**src/rtl/control_sequencer.sv**
```systemverilog
`default_nettype none
// control_sequencer: hardwired Mini SRC control unit, fetch T0-T2 then opcode execute T3-T7. Rev 1.0
// Optional MEM_WAIT_EN: memory steps stall on Mem_ready; WAIT_MAX stalled cycles -> HALT with sticky Err.
module control_sequencer #(
  parameter bit          HALT_ON_ILLEGAL = 1'b1,
  parameter int unsigned WAIT_MAX        = 15
) (
  input  logic        Clock,
  input  logic        Clear_n,
  input  logic [31:0] IR,
  input  logic        CON_FF,
  input  logic        Stop,
  input  logic        Mem_ready,
  output logic        PCout,
  output logic        Zlowout,
  output logic        Zhighout,
  output logic        MDRout,
  output logic        HIout,
  output logic        LOout,
  output logic        InPortout,
  output logic        Cout,
  output logic        PCin,
  output logic        IRin,
  output logic        MARin,
  output logic        MDRin,
  output logic        Yin,
  output logic        Zin,
  output logic        HIin,
  output logic        LOin,
  output logic        CONin,
  output logic        RAin,
  output logic        OutPortIn,
  output logic        Gra,
  output logic        Grb,
  output logic        Grc,
  output logic        Rin,
  output logic        Rout,
  output logic        BAout,
  output logic        IncPC,
  output logic        Read,
  output logic        Write,
  output logic        ADD,
  output logic        SUB,
  output logic        AND,
  output logic        OR,
  output logic        NEG,
  output logic        NOT,
  output logic        Run,
  output logic        Err
);

  // Tn encodes as n so the low three bits give the step number directly.
  typedef enum logic [3:0] {
    S_T0 = 4'd0, S_T1 = 4'd1, S_T2 = 4'd2, S_T3 = 4'd3,
    S_T4 = 4'd4, S_T5 = 4'd5, S_T6 = 4'd6, S_T7 = 4'd7,
    S_RESET = 4'd8, S_HALT = 4'd9
  } state_t;

  localparam logic [4:0] OP_LD   = 5'b00000, OP_LDI  = 5'b00001, OP_ST   = 5'b00010;
  localparam logic [4:0] OP_ADD  = 5'b00011, OP_SUB  = 5'b00100, OP_AND  = 5'b00101;
  localparam logic [4:0] OP_OR   = 5'b00110, OP_ADDI = 5'b01100, OP_ANDI = 5'b01101;
  localparam logic [4:0] OP_ORI  = 5'b01110, OP_NEG  = 5'b10001, OP_NOT  = 5'b10010;
  localparam logic [4:0] OP_BR   = 5'b10011, OP_JR   = 5'b10100, OP_JAL  = 5'b10101;
  localparam logic [4:0] OP_IN   = 5'b10110, OP_OUT  = 5'b10111, OP_MFHI = 5'b11000;
  localparam logic [4:0] OP_MFLO = 5'b11001, OP_NOP  = 5'b11010, OP_HALT = 5'b11011;

  state_t     state_q, state_d;
  logic [4:0] op;
  logic [2:0] step, last_step;
  logic       legal, stop_op, alu_en;

  assign op   = IR[31:27];
  assign step = state_q[2:0];

  always_comb begin
    legal     = 1'b1;
    last_step = 3'd3;
    case (op)
      OP_LD, OP_ST:                            last_step = 3'd7;
      OP_LDI, OP_ADD, OP_SUB, OP_AND, OP_OR,
      OP_ADDI, OP_ANDI, OP_ORI:                last_step = 3'd5;
      OP_NEG, OP_NOT, OP_JAL:                  last_step = 3'd4;
      OP_BR:                                   last_step = 3'd6;
      OP_JR, OP_IN, OP_OUT, OP_MFHI, OP_MFLO,
      OP_NOP, OP_HALT:                         last_step = 3'd3;
      default:                                 legal     = 1'b0;
    endcase
    stop_op = (op == OP_HALT) || (HALT_ON_ILLEGAL && !legal);
  end

`ifdef MEM_WAIT_EN
  logic [7:0] wait_q, wait_d;
  logic       err_q, err_d, mem_step;
  assign Err = err_q;
`else
  logic unused_cfg;
  assign unused_cfg = ^{Mem_ready, WAIT_MAX[0]};
  assign Err        = 1'b0;
`endif
  logic unused_ir;
  assign unused_ir = ^IR[26:0];

  always_ff @(posedge Clock or negedge Clear_n) begin
    if (!Clear_n) begin
      state_q <= S_RESET;
`ifdef MEM_WAIT_EN
      wait_q  <= '0;
      err_q   <= 1'b0;
`endif
    end else begin
      state_q <= state_d;
`ifdef MEM_WAIT_EN
      wait_q  <= wait_d;
      err_q   <= err_d;
`endif
    end
  end

  always_comb begin
    state_d = state_q;
    {PCout, Zlowout, Zhighout, MDRout, HIout, LOout, InPortout, Cout} = '0;
    {PCin, IRin, MARin, MDRin, Yin, Zin, HIin, LOin, CONin, RAin, OutPortIn} = '0;
    {Gra, Grb, Grc, Rin, Rout, BAout, IncPC, Read, Write} = '0;
    {ADD, SUB, AND, OR, NEG, NOT} = '0;
    alu_en = 1'b0;
    Run    = (state_q != S_RESET) && (state_q != S_HALT);

    case (state_q)
      S_RESET: state_d = S_T0;
      S_HALT:  state_d = S_HALT;
      S_T0, S_T1, S_T2: state_d = state_t'(state_q + 4'd1);
      default: begin
        if (stop_op)                state_d = S_HALT;
        else if (step == last_step) state_d = Stop ? S_HALT : S_T0;
        else                        state_d = state_t'(state_q + 4'd1);
      end
    endcase

    case (state_q)
      S_T0: begin PCout = 1'b1; MARin = 1'b1; IncPC = 1'b1; Zin = 1'b1; end
      S_T1: begin Zlowout = 1'b1; PCin = 1'b1; Read = 1'b1; MDRin = 1'b1; end
      S_T2: begin MDRout = 1'b1; IRin = 1'b1; end
      S_RESET, S_HALT: ;
      default: begin
        case (op)
          OP_LD, OP_LDI, OP_ST: begin
            case (step)
              3'd3: begin Grb = 1'b1; BAout = 1'b1; Yin = 1'b1; end
              3'd4: begin Cout = 1'b1; ADD = 1'b1; Zin = 1'b1; end
              3'd5: begin
                Zlowout = 1'b1;
                if (op == OP_LDI) begin Gra = 1'b1; Rin = 1'b1; end
                else              MARin = 1'b1;
              end
              3'd6: begin
                MDRin = 1'b1;
                if (op == OP_ST) begin Gra = 1'b1; Rout = 1'b1; end
                else             Read = 1'b1;
              end
              3'd7: begin
                if (op == OP_ST) Write = 1'b1;
                else begin MDRout = 1'b1; Gra = 1'b1; Rin = 1'b1; end
              end
              default: ;
            endcase
          end
          OP_ADD, OP_SUB, OP_AND, OP_OR, OP_ADDI, OP_ANDI, OP_ORI: begin
            case (step)
              3'd3: begin Grb = 1'b1; Rout = 1'b1; Yin = 1'b1; end
              3'd4: begin
                alu_en = 1'b1; Zin = 1'b1;
                if (op[3]) Cout = 1'b1;
                else begin Grc = 1'b1; Rout = 1'b1; end
              end
              3'd5: begin Zlowout = 1'b1; Gra = 1'b1; Rin = 1'b1; end
              default: ;
            endcase
          end
          OP_NEG, OP_NOT: begin
            if (step == 3'd3) begin Grb = 1'b1; Rout = 1'b1; alu_en = 1'b1; Zin = 1'b1; end
            else begin Zlowout = 1'b1; Gra = 1'b1; Rin = 1'b1; end
          end
          OP_BR: begin
            // CON_FF is only consulted in the final step, after CONin has captured it.
            case (step)
              3'd3: begin Gra = 1'b1; Rout = 1'b1; CONin = 1'b1; end
              3'd4: begin PCout = 1'b1; Yin = 1'b1; end
              3'd5: begin Cout = 1'b1; ADD = 1'b1; Zin = 1'b1; end
              3'd6: begin Zlowout = 1'b1; PCin = CON_FF; end
              default: ;
            endcase
          end
          OP_JR:   begin Gra = 1'b1; Rout = 1'b1; PCin = 1'b1; end
          OP_JAL: begin
            if (step == 3'd3) begin PCout = 1'b1; RAin = 1'b1; Rin = 1'b1; end
            else begin Gra = 1'b1; Rout = 1'b1; PCin = 1'b1; end
          end
          OP_IN:   begin InPortout = 1'b1; Gra = 1'b1; Rin = 1'b1; end
          OP_OUT:  begin Gra = 1'b1; Rout = 1'b1; OutPortIn = 1'b1; end
          OP_MFHI: begin HIout = 1'b1; Gra = 1'b1; Rin = 1'b1; end
          OP_MFLO: begin LOout = 1'b1; Gra = 1'b1; Rin = 1'b1; end
          default: ;
        endcase
      end
    endcase

    if (alu_en) begin
      case (op)
        OP_ADD, OP_ADDI: ADD = 1'b1;
        OP_SUB:          SUB = 1'b1;
        OP_AND, OP_ANDI: AND = 1'b1;
        OP_OR, OP_ORI:   OR  = 1'b1;
        OP_NEG:          NEG = 1'b1;
        OP_NOT:          NOT = 1'b1;
        default: ;
      endcase
    end

`ifdef MEM_WAIT_EN
    // Counter is zero on entry to every access and counts stalled cycles within it.
    mem_step = (state_q == S_T1) || (op == OP_LD && state_q == S_T6) ||
               (op == OP_ST && state_q == S_T7);
    wait_d   = '0;
    err_d    = err_q;
    if (mem_step && !Mem_ready) begin
      if (wait_q == 8'(WAIT_MAX - 1)) begin
        state_d = S_HALT;
        err_d   = 1'b1;
      end else begin
        state_d = state_q;
        wait_d  = wait_q + 8'd1;
      end
    end
`endif
  end

endmodule
`default_nettype wire

```
**config.mk**
```make
export PLATFORM = sky130hd
export DESIGN_NAME = control_sequencer
export DESIGN_NICKNAME = d
export VERILOG_FILES = /design/src/rtl/control_sequencer.sv
export SDC_FILE = /design/constraint.sdc
export NUM_CORES = 1
export LEC_CHECK = 0
export CORE_MARGIN = 5
export CORE_UTILIZATION = 35
export CTS_CLUSTER_SIZE = 28
export DETAILED_ROUTE_END_ITERATION = 8
export PLACE_DENSITY_LB_ADDON = 0.05
export SKIP_CTS_REPAIR_TIMING = 1
export SLEW_MARGIN = 20
export SYNTH_ARGS = -nofsm -noshare
export SYNTH_HDL_FRONTEND = slang
export SYNTH_SLANG_ARGS = --single-unit
```
**constraint.sdc**
```tcl
create_clock -name Clock -period 2.6 [get_ports Clock]
set_clock_uncertainty 0.05 [all_clocks]
set_input_delay 0.78 -clock Clock [delete_from_list [all_inputs] [get_ports Clock]]
set_output_delay 0.78 -clock Clock [all_outputs]
set_load 0.01 [all_outputs]
```
# == Word level (Yosys, flattened, before mapping) ==
# Cells that the tools add are included.
# totals
wordCells,152
in_bits,37
regBits,4
out_inout_bits,36
# op_classes
n_eq_ne,32
n_addsub,1
muxes,92
reduce_logical,26
# op_table
cell,n
$mux 1,65
$eq 5x5->1 const B,11
$pmux 1 s2,14
$reduce_or 21->1,1
$eq 5x3->1 const B,3
$eq 5x4->1 const B,3
$pmux 1 s3,5
$pmux 1 s5,3
$reduce_or 3->1,5
$eq 3x3->1 const B,4
$mux 4,3
$pmux 3 s4,1
$pmux 4 s3,1
$reduce_or 12->1,1
$reduce_or 2->1,6
$reduce_or 4->1,3
$eq 5x2->1 const B,2
$reduce_or 10->1,1
$reduce_or 5->1,2
$eq 4x4->1 const B,2
$ne 4x4->1 const B,2
$reduce_or 8->1,1
$reduce_or 7->1,1
$eq 5x1->1 const B,1
other kinds (10),10

# == Logic depth before layout (Yosys ltp) ==
# logic_depth
depth_word,7
depth_mapped,9
depth_no_buf,7

# == Worst setup path after synthesis ==
# No wires, ideal clock.
# synth_path
path_kind,input -> output
from,in IR[30]
to,out PCin
path_stages,7
t_required_ns,1.770
t_arrival_ns,2.027
setup_slack_ns,-0.257
n_path_buf,2
path_cell_list,buf_2 -> or3b_1 -> or2_1 -> clkbuf_1 -> nor2_1 -> a41oi_1 -> o21ai_1
# synth_via
elab_chain_cells,3
word_cells_on_any_way,5
classes_between,eq/ne: 3; mux: 2
# synth_lines
item,line,text
from (decl),10,"input logic [31:0] IR,"
$eq 5x5->1,145,case (op)
$pmux 1 s3 *,145,
$pmux 1 s2 *,139,case (state_q)
to (decl),22,"output logic PCin,"
# Every way passes the cells marked *; elsewhere a longest branch is shown, timed or not.

# == Worst setup path in the final report ==
# layout_path
from,in IR[30]
to,out Zin
# layout_via
elab_chain_cells,4
word_cells_on_any_way,17
classes_between,eq/ne: 12; mux: 2; reduce/logical: 3
# layout_lines
item,line,text
"$eq 5x1->1, or another cell as far along",145,
$reduce_or 10->1 (no line) / $reduce_or 2->1 (equally long branches),-,
$pmux 1 s3 *,145,
$pmux 1 s2 *,139,
to (decl),27,"output logic Zin,"
# Marked as above.

==> reports/metrics.csv <==
stage,metric,value,unit
critical_path,Bufs and invs on worst path,4,
power,Pwr Total,2.13,mW
logic_synthesis,post-synthesis mux area share,0,
critical_path,Worst EP arrival,2.12,ns
timing,Final WS setup,-0.347,ns
logic_synthesis,simple-gate share of the synthesized area,0.403,
critical_path,worst-path cell chain,buf_8 > buf_6 > buf_6 > nor3b_2 > nand3_1 > nand2_2 > o21ba_4 > o21ai_2 > buf_2,
drt,number of remaining DRC errors,0,
global_route,GRT Util Overall,0.203,
logic_synthesis,Synth Area in Compound Gates,0.322,
clock_tree,Worst-path clk slew,0.04,ns
floorplan,core region area,3360,µm²
drt,DRT Pass-1 Iters,4,
global_route,first-pass GRT wire length,8.25,mm
critical_path,critical path's slowest cell,nor3b_2,
timing,Final Critical Period,2.95,ns
logic_synthesis,Netlist cell types,56,
drt,WL met1,2.61,mm
clock_tree,CTS tree,built,
layout,nets,347,
timing,Final setup viols,26,
critical_path,"delay-heaviest family, CP",simple AND/OR/NAND/NOR gates,
floorplan,I/O pin total,73,
logic_synthesis,#FFs+latches synth,4,
critical_path,Crit Path Class,input port to output port,
run,Max-Cap Viols,0,
floorplan,Initial Util,0.366,
drt,WL/cell,18.4,µm
layout,layout cells sized above 1,0.660,
critical_path,Worst Path Required,1.77,ns
timing,RSZ-0062 raised after global routing,yes,
status,failing checks,negative setup slack,
critical_path,Reg2Reg Setup Slack,0.54,ns
critical_path,Crit path top cell by count,buf_6,
drt,number of DRC markers in iteration 0,158,
clock_tree,Clock Sinks,4,
logic_synthesis,largest family of logic cells by synthesized area,simple AND/OR/NAND/NOR gates,
global_route,pin count of the biggest net entering global routing,21,
logic_synthesis,"Seq/Total Area, Yosys",0.0824,
drt,post-DR vias/cell,5.71,
critical_path,crit end category,output port,
floorplan,chip width,69.3,µm
drt,Total Routed Length,6.41,mm
timing,Fin. Hold Viols,0,
power,Power Density,807,nW/µm²
clock_tree,CTS root buf,clkbuf_4,
logic_synthesis,Gate Count Post-Synth,190,
logic_synthesis,number of synthesized flops with an enable pin,0,
drt,total number of vias,1992,
place,# port buffers,40,
floorplan,Site Rows,21,
layout,final non-filler cell total,349,
logic_synthesis,Post-Synth Adder-Cell Area,0.0610,
critical_path,crit start category,input port,
logic_synthesis,Yosys Warn Count,0,
global_route,vias in the first global route,1754,
clock_tree,worst skew pair latency,0.24,ns
layout,ant diodes,0,
timing,Final Cycle Share,1.13,
timing,max-slew violation count,0,
drt,top sig layer,met4,
layout,Largest regs,state_q: 4 flops,
drt,metal2 WL,3.23,mm
hold_path,Hold Crit Class,flip-flop to flip-flop,
logic_synthesis,synthesized area per cell,6.47,µm²
global_route,initial antenna violation count,0,
layout,max reg flops,4,
drt,DR WL met3,348,µm
status,status,"finished, violations left",
timing,max frequency,339,MHz
place,Setup WS pre-CTS,-1.22,ns
critical_path,crit-path max cell delay,0.21,ns
logic_synthesis,Netlist Area Pre-Place,1230,µm²
power,leakage,1.18,nW
floorplan,Die Area,4800,µm²
place,gpl congestion,0.991,
clock_tree,number of H-tree levels,1,
power,Peak VDD IR,0.651,mV
clock_tree,buffer depth of the longest clock path,2,
logic_synthesis,xor and xnor area share after synthesis,0.0142,
critical_path,crit-path max FO,5,
place,Cells after DPL,323,
place,Detailed Place HPWL,4.19,mm
global_route,global route total overflow,0,
layout,Layout area overhead,115,%
clock_tree,TritonCTS buffer count,3,
logic_synthesis,main flop type after synthesis,dfrtp_1,
drt,Final ANT Viol Nets,0,
layout,largest reg by FF count,state_q,
floorplan,chip height,69.3,µm
logic_synthesis,Async SR Flop Fraction,1.00,
## worst register-to-register path: stages (launching register included)
cell,delay [ns]
dfrtp_2,0.43
buf_6,0.14
buf_4,0.12
buf_4,0.12
and2_1,0.19
and4b_1,0.22
a211o_1,0.28
a31o_1,0.29
a21oi_2,0.16
## per-layer routing
layer	vias to the layer above	GRT usage
li1	923	-
met1	949	0.278
met2	101	0.335
met3	19	0.0261
met4	0	0.0477
met5	-	0
## worst paths after layout
path	from	to	cells past startpoint
worst min-delay path	state_q[2]$_DFF_PN0_	state_q[2]$_DFF_PN0_	3
min in group asynchronous	Clear_n	state_q[2]$_DFF_PN0_	1
worst max-delay path	IR[30]	Zin	9
worst max register to register	state_q[0]$_DFF_PN0_	state_q[2]$_DFF_PN0_	8
max in group asynchronous	Clear_n	state_q[3]$_DFF_PN1_	1
worst min register to register	state_q[2]$_DFF_PN0_	state_q[2]$_DFF_PN0_	3
## synthesized netlist by cell type, types with 5 or more instances
library cell / number / area (µm²)
nand2_1: 21 / 78.8
nor2_1: 21 / 78.8
a21oi_1: 9 / 45.0
nand3_1: 9 / 45.0
o21ai_0: 9 / 45.0
clkbuf_1: 7 / 26.3
inv_1: 7 / 26.3
buf_4: 6 / 45.0
ha_1: 6 / 75.1
nand4_1: 6 / 37.5
nor3_1: 6 / 30.0
a31oi_1: 5 / 31.3
## report_power, final
group | switching [mW] | internal (mW) | leakage [nW]
registers | 0.0297 | 0.102 | 0.0475
clock network | 0.0311 | 0.0580 | 0.0150
logic | 0.998 | 0.915 | 1.12
total | 1.06 | 1.07 | 1.18
## cell type report
class	instances	area, µm²
Tap cell	46	57.6
Fill cell	247	718
Sequential cell	4	103
Clock buffer	4	26.3
Timing Repair Buffer	125	1010
Inverter	7	26.3
Multi-Input combinational cell	163	1420
## through the flow
step | cell area [µm²] | TNS [ns] | util | hold WS (ns)
after floorplan | 1310 | -0.844 | - | 0.434
after global placement | 2100 | -30.84 | 0.624 | 0.594
after detailed placement | 2100 | -31.95 | 0.624 | 0.620
after CTS | 2120 | -31.64 | 0.631 | 0.626
after global routing | 2650 | -6.36 | 0.786 | 0.701
final | 2650 | -5.01 | 0.786 | 0.671
## cell families (layout without fill, tap and decap cells)
kind of cell | after synthesis | after routing
AO/OA/AOI/OAI | 57 | 57
AND/OR/NAND/NOR | 94 | 94
flip-flops | 4 | 4
other | 1 | 4
XOR/XNOR | 2 | 2
buffers and inverters | 26 | 136
adder cells (fa/ha/maj) | 6 | 6
## placed cells by master (no fill, tap or decap), drive strengths merged, types with 4 or more instances in the layout
cell type / instances
buf: 119
a31oi: 5
nand4: 6
nor2: 21
ha: 6
inv: 7
and2: 4
nor3: 6
conb: 4
nand3: 9
a21oi: 10
o22ai: 4
o21ai: 12
nand2: 21
nor2b: 4
clkbuf: 4
(Power assumes the default switching activity.)
